$ cat src/rtl/fifo_w1_r2_pkg.sv
// Shared types and helpers for the write-1 / read-2 circular buffer.
// Holds default sizing, the address-width helper and the pop-decode encoding.
package fifo_w1_r2_pkg;

  localparam int DEF_DATA_W = 16;
  localparam int DEF_DEPTH  = 8;

  function automatic int addr_w(input int depth);
    return $clog2(depth);
  endfunction

  typedef enum logic [1:0] {
    POP_NONE = 2'd0,
    POP_ONE  = 2'd1,
    POP_TWO  = 2'd2
  } pop_e;

endpackage

$ cat src/rtl/fifo_occ_counter.sv
// Occupancy counter for the write-1 / read-2 buffer.
// Tracks 0..DEPTH entries and derives the empty/full/pair-ready flags.
module fifo_occ_counter
  import fifo_w1_r2_pkg::*;
#(
  parameter  int DEPTH = DEF_DEPTH,
  localparam int CW    = addr_w(DEPTH) + 1
) (
  input  logic          clk,
  input  logic          rst,
  input  logic          inc1,
  input  logic          dec1,
  input  logic          dec2,
  output logic [CW-1:0] count,
  output logic          empty,
  output logic          full,
  output logic          avail2
);

  logic [CW-1:0] cnt_q;
  logic [CW-1:0] cnt_d;

  always_comb begin
    cnt_d = cnt_q + CW'(inc1) - CW'(dec1);
    if (dec2) cnt_d = cnt_d - CW'(2);
  end

  always_ff @(posedge clk or posedge rst) begin
    if (rst) cnt_q <= '0;
    else     cnt_q <= cnt_d;
  end

  assign count  = cnt_q;
  assign empty  = (cnt_q == '0);
  assign full   = (cnt_q == CW'(DEPTH));
  assign avail2 = (cnt_q >= CW'(2));

endmodule

$ cat src/rtl/fifo_w1_r2.sv
// Circular buffer: one write per cycle, one or two show-ahead pops per cycle.
// Eligibility always uses the pre-edge occupancy, so there is no fall-through.
module fifo_w1_r2
  import fifo_w1_r2_pkg::*;
#(
  parameter  int DATA_W = DEF_DATA_W,
  parameter  int DEPTH  = DEF_DEPTH,
  localparam int ADDR_W = addr_w(DEPTH)
) (
  input  logic              clk,
  input  logic              rst,
  input  logic              wr_en,
  input  logic [DATA_W-1:0] wr_data,
  input  logic              rd1,
  input  logic              rd2,
  output logic [DATA_W-1:0] rd_data0,
  output logic [DATA_W-1:0] rd_data1,
  output logic [ADDR_W:0]   count,
  output logic              empty,
  output logic              full,
  output logic              avail2,
  output logic              rd_err
);

  logic [DATA_W-1:0] mem [DEPTH];
  logic [ADDR_W-1:0] wptr;
  logic [ADDR_W-1:0] rptr;
  logic [ADDR_W-1:0] rptr_d;
  logic              wr_acc;
  logic              take1;
  logic              take2;
  logic              rej;
  pop_e              pop;

  assign wr_acc = wr_en & ~full;
  assign take2  = rd2 & avail2;
  assign take1  = ~rd2 & rd1 & ~empty;
  // rd2 never degrades to a single pop when short of a pair
  assign rej    = (rd2 & ~avail2) | (~rd2 & rd1 & empty);

  always_comb begin
    pop = POP_NONE;
    unique case (1'b1)
      take2:   pop = POP_TWO;
      take1:   pop = POP_ONE;
      default: pop = POP_NONE;
    endcase
  end

  always_comb begin
    rptr_d = rptr;
    unique case (pop)
      POP_TWO: rptr_d = rptr + ADDR_W'(2);
      POP_ONE: rptr_d = rptr + ADDR_W'(1);
      default: rptr_d = rptr;
    endcase
  end

  always_ff @(posedge clk) begin
    if (wr_acc) mem[wptr] <= wr_data;
  end

  always_ff @(posedge clk or posedge rst) begin
    if (rst) begin
      wptr   <= '0;
      rptr   <= '0;
      rd_err <= 1'b0;
    end else begin
      if (wr_acc) wptr <= wptr + ADDR_W'(1);
      rptr   <= rptr_d;
      rd_err <= rej;
    end
  end

  assign rd_data0 = mem[rptr];
  assign rd_data1 = mem[rptr + ADDR_W'(1)];

  fifo_occ_counter #(
    .DEPTH (DEPTH)
  ) u_occ (
    .clk    (clk),
    .rst    (rst),
    .inc1   (wr_acc),
    .dec1   (pop == POP_ONE),
    .dec2   (pop == POP_TWO),
    .count  (count),
    .empty  (empty),
    .full   (full),
    .avail2 (avail2)
  );

endmodule

$ cat config.mk
export PLATFORM = sky130hd
export DESIGN_NAME = fifo_w1_r2
export DESIGN_NICKNAME = d
export VERILOG_FILES = /design/src/rtl/fifo_w1_r2_pkg.sv /design/src/rtl/fifo_occ_counter.sv /design/src/rtl/fifo_w1_r2.sv
export SDC_FILE = /design/constraint.sdc
export NUM_CORES = 1
export LEC_CHECK = 0
export ABC_AREA = 0
export BUFFER_PORTS_ARGS = -buffer_cell sky130_fd_sc_hd__buf_2
export CAP_MARGIN = 20
export CORE_MARGIN = 2
export CORE_UTILIZATION = 40
export DETAILED_ROUTE_END_ITERATION = 6
export GPL_TIMING_DRIVEN = 0
export MAX_ROUTING_LAYER = met4
export SETUP_SLACK_MARGIN = 0.5
export SYNTH_ARGS = -nofsm -noshare
export SYNTH_HDL_FRONTEND = slang
export SYNTH_HIERARCHICAL = 1
export SYNTH_SLANG_ARGS = --single-unit
$ cat constraint.sdc
create_clock -name clk -period 8.04 [get_ports clk]
set_clock_uncertainty 0.1 [all_clocks]
set_input_delay 0.804 -clock clk [delete_from_list [all_inputs] [get_ports clk]]
set_output_delay 0.804 -clock clk [all_outputs]
set_load 0.02 [all_outputs]
==> results by group <==
Outcome
  • Outcome: complete, no violations

Yosys
  • #FFs+latches synth: between 100 and 150
  • Synth Area in Adders: 2.301%
  • Post-synthesis cell area: approximately 7000 sq um
  • Synth Warn #: 6
  • Synth Area in Compound Gates: 4.473%
  • Syn Nets: approximately 460
  • Post-synthesis simple-gate area fraction: a little under a tenth
  • Avg Inst Size Synth: around 16 sq um
  • Post-synth cell types: 33
  • Synth Area in XOR/XNOR: roughly 1.5%
  • Syn Inst Count: approximately 430
  • Largest family of logic cells by synthesized area: multiplexers
  • Post-synthesis mux area share: about a fifth
  • Sequential-to-total area share from yosys stat: 60.11%

Timing
  • Final Critical Period: between 3 and 4 ns
  • Headroom to the max-slew limit: between 30% and 40%
  • Worst slew pin tran: ~0.91 ns
  • Final setup vio count: 0
  • Highest clock rate: ~260 MHz
  • Post-layout worst setup margin: 4.172 ns
  • Setup TNS: 0 ns
  • RSZ-0062 raised after global routing: no
  • Final Hold Viols: 0
  • Final max-slew violation count: 0
  • Final period utilization: 48.10%

Worst setup path
  • Arrival time at the worst endpoint: about 3 ns
  • Reg2Reg Launch Point: u_occ/count[2]
  • Crit Path Max Fanout: 10
  • Crit path kind: register to output pin
  • CP Capture Type: output pin
  • Startpoint Class: register
  • CP Launch Point: rptr[0]
  • Crit path required time: roughly 7 ns

Worst hold path
  • Min-Delay Path Class: primary input to async pin

Finish
  • P&R area growth vs syn: 19.76%
  • Diodes inserted: 0
  • Final #Nets: around 550
  • Share of layout cells above drive strength 1: 30.26%

Clocking
  • Clk Latency, worst-skew pair: approximately 0.42 ns
  • Clk root buf: clkbuf_16
  • CTS tree: built
  • Clock H-tree levels: 4
  • Postcts setup bufs: 0
  • CTS max path bufs: 2
  • Post_cts resized: 0
  • Hold_buf cts: 0
  • Sink Count: around 140
  • Worst-path clk slew: 0.06 ns
  • Total CTS buffers: 17

Floorplan
  • Die width: ~130 microns
  • # rows: 47
  • Core area: 16,640 sq um
  • Die area: about 18,000 sq um
  • Starting Density: ~40%
  • Die extent in y: 134.9 microns
  • I/O pins: 61

Routing
  • DRC: 0
  • Drt pass-1 iters: 5
  • Drt total wl: 18,950 microns
  • Initial DRC count: around 390
  • Drt wl/cell: ~25 microns
  • Vias after detailed routing: 4,438
  • Vias per inst: 5.902
  • Routed Antenna Nets: 0

Global route
  • Maximum number of pins on one net before global-route repair: 17
  • Layer with the highest usage: met2
  • Met1 usage: between 20 and 30%
  • Met2 usage: a little over a third
  • Initial antenna violation count: 0
  • Number of global-route vias before repair: about 4,600
  • Gr ovfl total: 0
  • Met3 Usage GRT: under 10%
  • GRT Total Usage: 22.21%
  • Global-route wire length before repair: 27,990 microns

Placed design
  • Count of input and output buffers: 60
  • Final GP Congestion: around 0.81
  • Post-DP HPWL: ~13,000 microns
  • Worst slack, placed: about 4.5 ns

Flow run
  • Max-cap violation count: 0
==> logic make-up (layout without fill, tap and decap cells) <==
kind of cell    after synthesis  count (layout)
compound gates               36              36
xor+xnor                     10              10
fa+ha+maj                    12              12
buf+inv                      45             146
flops                       139             139
mux                          84              84
simple gates                105             105
==> registers in the layout, summed over array words and instances (netlist names) <==
| signal | cells |
|---|---|
| wptr | 3 |
| rd_err | 1 |
| mem | 128 |
| rptr | 3 |
| u_occ/count | 4 |
==> layer usage <==
metal  wire length [microns]  share of wire, %
met5                       0                 0
met4                     438               2.3
met2                    9254                49
met1                    8159                43
met3                    1093               5.8
==> cell usage in the layout, fill, tap and decap left out, types with 2 or more instances in the layout <==
| cell type | netlist | routed |
|---|---|---|
| inv_1 | 11 | 11 |
| nand2_1 | 7 | 7 |
| nor2_1 | 9 | 3 |
| nor3_2 | 0 | 2 |
| nor4_1 | 16 | 16 |
| buf_6 | 5 | 9 |
| and3_1 | 32 | 32 |
| mux4_2 | 17 | 17 |
| buf_8 | 0 | 5 |
| nand2b_1 | 3 | 3 |
| a2111oi_0 | 32 | 32 |
| xnor2_1 | 3 | 3 |
| dfrtp_1 | 11 | 11 |
| buf_2 | 5 | 65 |
| mux2i_1 | 35 | 35 |
| buf_4 | 4 | 4 |
| nor2b_1 | 33 | 33 |
| clkbuf_16 | 0 | 17 |
| mux2_2 | 17 | 17 |
| clkbuf_2 | 2 | 2 |
| edfxtp_1 | 128 | 128 |
| nor2_2 | 0 | 6 |
| clkinv_4 | 0 | 2 |
| clkinv_2 | 0 | 3 |
| ha_1 | 11 | 11 |
| clkbuf_1 | 18 | 20 |
| mux4_1 | 15 | 15 |
| bufinv_16 | 0 | 4 |
| xor2_1 | 5 | 5 |
==> final timing paths <==
kind / endpoint / slack [ns] / cells past startpoint
hold reg to reg: wptr[2] / 0.40 / 1
max in group asynchronous: rptr[0] / 7.35 / 2
hold / removal: u_occ/count[1] / 0.17 / 2
min in group clk: wptr[2] / 0.40 / 1
setup / recovery: rd_data1[5] / 4.17 / 6
setup reg to reg: u_occ/count[3] / 4.64 / 16
==> critical path, stage by stage (launching register included) <==
cell       delay, ns
dfrtp_1         0.42
ha_1            0.31
clkbuf_1        0.39
clkbuf_1        0.54
a2111oi_0       0.17
nor4_1          0.45
buf_2           0.25
==> synthesized netlist by cell type <==
master     number  share of area (%)
mux2_2         17                2.8
a21o_1          1               0.11
nand2_2         1              0.091
dfrtp_1        11                4.0
nor2b_1        33                3.0
or3b_2          1               0.13
and3_1         32                2.9
xnor2_2         1               0.24
nor3b_1         1               0.11
xor2_1          5               0.64
mux2i_1        35                5.1
buf_4           4               0.44
clkbuf_1       18               0.99
xnor2_1         3               0.38
xor2_2          1               0.24
nand2_1         7               0.38
nand2b_1        3               0.27
fa_1            1               0.29
clkbuf_2        2               0.15
buf_2           5               0.37
mux4_2         17                5.6
a21oi_1         1              0.073
nor2_1          9               0.49
inv_1          11               0.60
buf_6           5               0.82
ha_1           11                2.0
nor3_1          2               0.15
edfxtp_1      128                 56
nor4_1         16                1.5
o21ai_0         1              0.073
a2111oi_0      32                4.1
a21oi_2         1               0.13
mux4_1         15                5.8
==> through the flow <==
stage | area [sq um] | util [%] | hold WS, ns | cells
global route | 8207 | 49.31 | 0.1694 | 752
detailed placement | 7601 | 45.67 | 0.3892 | 721
CTS | 8207 | 49.31 | 0.1580 | 752
finish | 8207 | 49.31 | 0.1661 | 752
global placement | 7428 | 44.64 | 0.3731 | 711
floorplan | 6853 | - | 0.3574 | 431
==> layout make-up <==
type                    instances  area [sq um]
plain buffers                  34         188.9
clock buffers                  19         432.9
clock inverters                12         172.7
fillers                      1396          8436
inverters                      11         41.29
multi-input cells             247          2529
flip-flops and latches        139          4119
well taps                     220         275.3
repair buffers                 70         447.9
Power is not shown: default switching activity piles up to over one toggle a cycle in this logic, so the estimate is an artifact.
